--- config.mk ---
export PLATFORM = sky130hd
export DESIGN_NAME = ibex_branch_resolve_unit
export DESIGN_NICKNAME = d
export VERILOG_FILES = /design/src/rtl/ibex_pkg.sv /design/src/rtl/ibex_sat_counter.sv /design/src/rtl/ibex_branch_resolve_unit.sv
export SDC_FILE = /design/constraint.sdc
export NUM_CORES = 1
export LEC_CHECK = 0
export CAP_MARGIN = 40
export CORE_MARGIN = 2
export CORE_UTILIZATION = 31
export DETAILED_ROUTE_END_ITERATION = 10
export DONT_BUFFER_PORTS = 1
export HOLD_SLACK_MARGIN = 0.12
export MAX_ROUTING_LAYER = met4
export PLACE_DENSITY = 0.49
export SLEW_MARGIN = 25
export SYNTH_ARGS = -nofsm -noshare
export SYNTH_HDL_FRONTEND = slang
export SYNTH_SLANG_ARGS = --single-unit
--- constraint.sdc ---
create_clock -name clk_i -period 2.5 [get_ports clk_i]
set_input_delay 0.5 -clock clk_i [delete_from_list [all_inputs] [get_ports clk_i]]
set_output_delay 0.5 -clock clk_i [all_outputs]
set_load 0.01 [all_outputs]
--- src/rtl/ibex_pkg.sv ---
// Shared types for the branch resolution slice.
// Latency: n/a (types only).
// Backpressure: n/a.
package ibex_pkg;

    // Control-transfer class presented by ID; encoding 3 is reserved.
    typedef enum logic [1:0] {
        BR_COND = 2'd0,
        BR_JAL  = 2'd1,
        BR_JALR = 2'd2
    } br_type_e;

    // Resolve FSM states.
    typedef enum logic [1:0] {
        BR_IDLE     = 2'd0,
        BR_WAIT_TGT = 2'd1,
        BR_REDIRECT = 2'd2
    } br_res_state_e;

    // Sequential PC increment for the link address.
    function automatic logic [31:0] link_addr(input logic [31:0] pc, input logic compressed);
        return pc + (compressed ? 32'd2 : 32'd4);
    endfunction

endpackage

--- src/rtl/ibex_sat_counter.sv ---
// Saturating event counter, cleared only by reset.
// Latency: count reflects an increment one cycle after inc_i.
// Backpressure: none; holds at all-ones instead of wrapping.
module ibex_sat_counter #(
    parameter int unsigned Width = 16
) (
    input  logic             clk_i,
    input  logic             rst_ni,
    input  logic             inc_i,
    output logic [Width-1:0] cnt_o
);

    logic [Width-1:0] cnt_q;

    // Count up on each event until all-ones is reached.
    always_ff @(posedge clk_i or negedge rst_ni) begin
        if (!rst_ni) begin
            cnt_q <= '0;
        end else if (inc_i && (cnt_q != {Width{1'b1}})) begin
            cnt_q <= cnt_q + 1'b1;
        end
    end

    assign cnt_o = cnt_q;

endmodule

--- src/rtl/ibex_branch_resolve_unit.sv ---
// Resolves branches/jumps from ID and issues PC redirects to IF.
// Latency: not-taken resolves 1 cycle after accept; taken redirect offered 2 cycles after accept.
// Backpressure: redirect held until IF ready; ID stalled (br_ready_o=0) outside IDLE.
module ibex_branch_resolve_unit import ibex_pkg::*; #(
    parameter bit          CompressedEn = 1'b1,
    parameter int unsigned ResolveCntW  = 16
) (
    input  logic                   clk_i,
    input  logic                   rst_ni,
    input  logic                   br_valid_i,
    output logic                   br_ready_o,
    input  logic [1:0]             br_type_i,
    input  logic [31:0]            br_pc_i,
    input  logic                   br_compressed_i,
    input  logic                   cmp_result_i,
    input  logic [31:0]            adder_result_i,
    input  logic                   flush_i,
    output logic                   redirect_valid_o,
    input  logic                   redirect_ready_i,
    output logic [31:0]            redirect_pc_o,
    output logic [31:0]            link_addr_o,
    output logic                   done_o,
    output logic                   exc_misaligned_o,
    output logic [31:0]            exc_tval_o,
    output logic                   perf_branch_o,
    output logic                   perf_tbranch_o,
    output logic [ResolveCntW-1:0] resolved_cnt_o,
    output logic [ResolveCntW-1:0] taken_cnt_o
);

    br_res_state_e state_q, state_d;
    logic          is_cond_q;
    logic          taken_q;
    logic [31:0]   link_q;
    logic [31:0]   redirect_pc_q;
    logic [31:0]   target;
    logic          misaligned;
    logic          accept;
    logic          load_redirect;

    // Target arrives registered from the branch ALU; bit0 is always dropped.
    assign target     = adder_result_i & ~32'd1;
    // Without compressed support a halfword-aligned target is illegal.
    assign misaligned = (CompressedEn == 1'b0) && target[1];
    assign accept     = br_valid_i && br_ready_o;

    // Next-state and per-cycle outputs; flush wins over everything.
    always_comb begin
        state_d          = state_q;
        br_ready_o       = 1'b0;
        redirect_valid_o = 1'b0;
        done_o           = 1'b0;
        exc_misaligned_o = 1'b0;
        perf_branch_o    = 1'b0;
        perf_tbranch_o   = 1'b0;
        load_redirect    = 1'b0;
        unique case (state_q)
            BR_IDLE: begin
                br_ready_o = ~flush_i;
                if (br_valid_i && !flush_i) begin
                    state_d = BR_WAIT_TGT;
                end
            end
            BR_WAIT_TGT: begin
                state_d = BR_IDLE;
                if (!flush_i) begin
                    if (!taken_q) begin
                        done_o        = 1'b1;
                        perf_branch_o = is_cond_q;
                    end else if (misaligned) begin
                        exc_misaligned_o = 1'b1;
                        perf_branch_o    = is_cond_q;
                    end else begin
                        load_redirect = 1'b1;
                        state_d       = BR_REDIRECT;
                    end
                end
            end
            BR_REDIRECT: begin
                redirect_valid_o = ~flush_i;
                if (flush_i) begin
                    state_d = BR_IDLE;
                end else if (redirect_ready_i) begin
                    done_o         = 1'b1;
                    perf_branch_o  = is_cond_q;
                    perf_tbranch_o = is_cond_q;
                    state_d        = BR_IDLE;
                end
            end
            default: state_d = BR_IDLE;
        endcase
    end

    // State register.
    always_ff @(posedge clk_i or negedge rst_ni) begin
        if (!rst_ni) begin
            state_q <= BR_IDLE;
        end else begin
            state_q <= state_d;
        end
    end

    // Capture instruction attributes at accept and the redirect target once resolved.
    always_ff @(posedge clk_i or negedge rst_ni) begin
        if (!rst_ni) begin
            is_cond_q     <= 1'b0;
            taken_q       <= 1'b0;
            link_q        <= '0;
            redirect_pc_q <= '0;
        end else begin
            if (accept) begin
                is_cond_q <= (br_type_i == BR_COND);
                taken_q   <= (br_type_i == BR_JAL) || (br_type_i == BR_JALR) ||
                             ((br_type_i == BR_COND) && cmp_result_i);
                link_q    <= link_addr(br_pc_i, br_compressed_i);
            end
            if (load_redirect) begin
                redirect_pc_q <= target;
            end
        end
    end

    assign redirect_pc_o = redirect_pc_q;
    assign link_addr_o   = link_q;
    assign exc_tval_o    = exc_misaligned_o ? target : 32'd0;

    ibex_sat_counter #(
        .Width(ResolveCntW)
    ) u_resolved_cnt (
        .clk_i (clk_i),
        .rst_ni(rst_ni),
        .inc_i (perf_branch_o),
        .cnt_o (resolved_cnt_o)
    );

    ibex_sat_counter #(
        .Width(ResolveCntW)
    ) u_taken_cnt (
        .clk_i (clk_i),
        .rst_ni(rst_ni),
        .inc_i (perf_tbranch_o),
        .cnt_o (taken_cnt_o)
    );

endmodule
==> reports/metrics.cfg <==
[placed_design]
post_dp_cell_area_um2 = 5130
pre_cts_slack_ns = 0.340
place_congestion = 0.770
place.port_buffers = 0
dp_hpwl_um = 8180

[clock_network]
clock_sinks = 99
cts_root_buffer = clkbuf_16
clkTransAtPathRegs_ns = 0.07
h-tree-depth = 3
cts_setup_buffers = 0
cts_tree = done
ctsResizeCount = 0
clockBufferDepth = 2
clkLatencyLatePin_ns = 0.35
cts_made_buffers = 9

[sta]
relSlewSlack_pct = 59.5
finalMaxSlewViolations = 0
worst_pin_slew_ns = 0.607
fin_skew_ns = 0.00873
fin_tns_setup_ns = 0
finalCriticalPeriod_ns = 2.23
fin_crit_sh_pct = 89.3
setup_viol = 0
hold_viol = 99
rsz0062_at_grt = false
fin_ws_ns = 0.268
fmax_ghz = 0.448
holdWs_ns = -0.156

[critical_path]
cp-end-kind = primary output
crit_slowest_cell = nor3b_1
path_delay_family = simple AND/OR/NAND/NOR gates
worstPathCellList = inv_1 -> ha_1 -> nand2_1 -> and2_1 -> nor3b_1
crit_buf_inv = 1
cp.arrival_ns = 1.73
critical_path.max_fanout = 3
slowest_delay_ns = 0.40
cp-start-kind = flip-flop
cp.required_ns = 2.00
path_class = flip-flop to primary output

[hold_path]
hold_path_class = primary input to async pin

[route]
via_count = 3280
ant_nets = 0
vias_per_cell = 4.77
drt_wl_total_um = 10900
route.detailed.drc = 0
drt-initial-drc-count = 70
wl_per_cell_um = 15.8
drt_first_pass_iters = 4

[synth]
async_flop_share_pct = 100
ys_seq_elements = 99
synth_area_per_cell_um2 = 10.8
ys.flop_type = dfrtp_1
synth.most_common_cell = dfrtp_1
seq_area_frac_synth_pct = 49.4
yosys.area.top_type = dfrtp_1
synthTopCellsByArea = dfrtp_1 49%, mux2_2 8.5%, buf_4 5.2%
yosys.area.top_type_share_pct = 49.4
synthTopCellsByCount = 99 x dfrtp_1, 54 x nand2_1, 38 x mux2_2
synth_edf_count = 0
ys_types = 46
syn_area_um2 = 5010
ys_warn_count = 0
syn_inst = 466

[cells_and_area]
nets = 549
final_layout_size_suffix_gt1_share_pct = 14.2
syn2layout_area_growth_pct = 8.34
n_fill_cell = 1633
diodes = 0
fin_area_um2 = 5430

[global_route]
grt_pass1_wl_um = 18100
grt-ovfl-total = 0
grt_pass1_vias = 3435
antenna_found_initial = 0
grt_use_total_pct = 13.5
grt_start_max_net_pins = 100

[floorplanning]
ios = 207
num_rows = 46
fp.dieW_um = 131
die_h_um = 131
fp.coreArea_um2 = 15800
start_util_pct = 31.7
die_area_um2 = 17200

[outcome]
status = finished with violations
violations = negative hold slack

[pwr]
p_leak_nw = 2.40
power.density_nw_per_um2 = 946
ir_drop_mv = 0.354

[flow_run]
maxCapViolCount = 0

routing by layer:
metal | vias to the layer above | track usage (%) | share of wire (%)
met5 | - | - | 0
met4 | 0 | 5.68 | 2.0
met1 | 1606 | 14.2 | 39
met3 | 14 | 6.64 | 10
met2 | 120 | 21.7 | 49
li1 | 1540 | - | -
sequential cells by signal (all words and copies together), names as in the netlist:
| signal | cells |
|---|---|
| state_q | 2 |
| taken_q | 1 |
| u_taken_cnt.cnt_o | 16 |
| u_resolved_cnt.cnt_o | 16 |
| is_cond_q | 1 |
| link_addr_o | 32 |
| redirect_pc_o | 31 |
layout make-up:
class	instances	area, um^2	area share [%]
flip-flops and latches	99	2480	45.6
multi-input cells	340	2300	42.3
well taps	216	270	4.98
clock buffers	12	246	4.54
clock inverters	4	50.0	0.921
inverters	13	48.8	0.898
repair buffers	4	42.5	0.783
logic make-up (layout without fill, tap and decap cells):
group           Yosys count  in the layout  share of synthesized area [%]
simple gates            161            161                           17.3
flops                    99             99                           49.4
buf+inv                  60             33                           7.31
xor+xnor                 54             54                           9.43
compound gates           42             42                           5.02
mux                      40             40                           9.03
fa+ha+maj                 9              9                           2.40
other cells               1             34                         0.0748
final timing paths:
kind / startpoint / to / slack [ns] / cells past startpoint
max: state_q[0] / done_o / 0.27 / 5
min: rst_ni / u_resolved_cnt.cnt_o[13] / -0.16 / 0
max reg2reg: u_resolved_cnt.cnt_o[0] / u_resolved_cnt.cnt_o[1] / 0.31 / 5
min reg2reg: taken_q / taken_q / 0.52 / 2
max in group asynchronous: rst_ni / redirect_pc_o[24] / 2.54 / 0
min in group clk_i: br_pc_i[0] / link_addr_o[0] / 0.30 / 1
cell usage in the layout (no fill, tap or decap), drive strengths merged, types with 4 or more instances in the layout:
master  Yosys  layout
and3        9       9
and4        4       4
buf        41       4
clkbuf      6      12
conb        1      34
dfrtp      99      99
ha          8       8
inv        13      13
mux2       39      39
nand2      54      54
nand3      24      24
nand4      17      17
nor2       14      14
nor3       17      17
nor4        8       8
o21ai      31      31
xnor2      29      29
xor2       25      25
through the flow:
stage / util (%) / instances / power, mW / hold slack [ns]
final: 34.3 / 688 / 5.14 / -0.156
after global routing: 34.3 / 688 / 5.48 / -0.182
after CTS: 34.3 / 688 / 5.23 / -0.176
after detailed placement: 32.4 / 672 / 3.79 / 0.207
after global placement: 32.4 / 672 / 3.74 / 0.207
after floorplan: - / 499 / 3.52 / 0.204
power breakdown:
group / total [mW] / switching [mW] / leakage, nW / internal [mW]
clock: 1.41 / 0.610 / 0.139 / 0.803
sequential: 2.86 / 0.697 / 1.25 / 2.17
combinational: 0.861 / 0.403 / 1.01 / 0.459
total: 5.14 / 1.71 / 2.40 / 3.43
(Power assumes the default switching activity.)
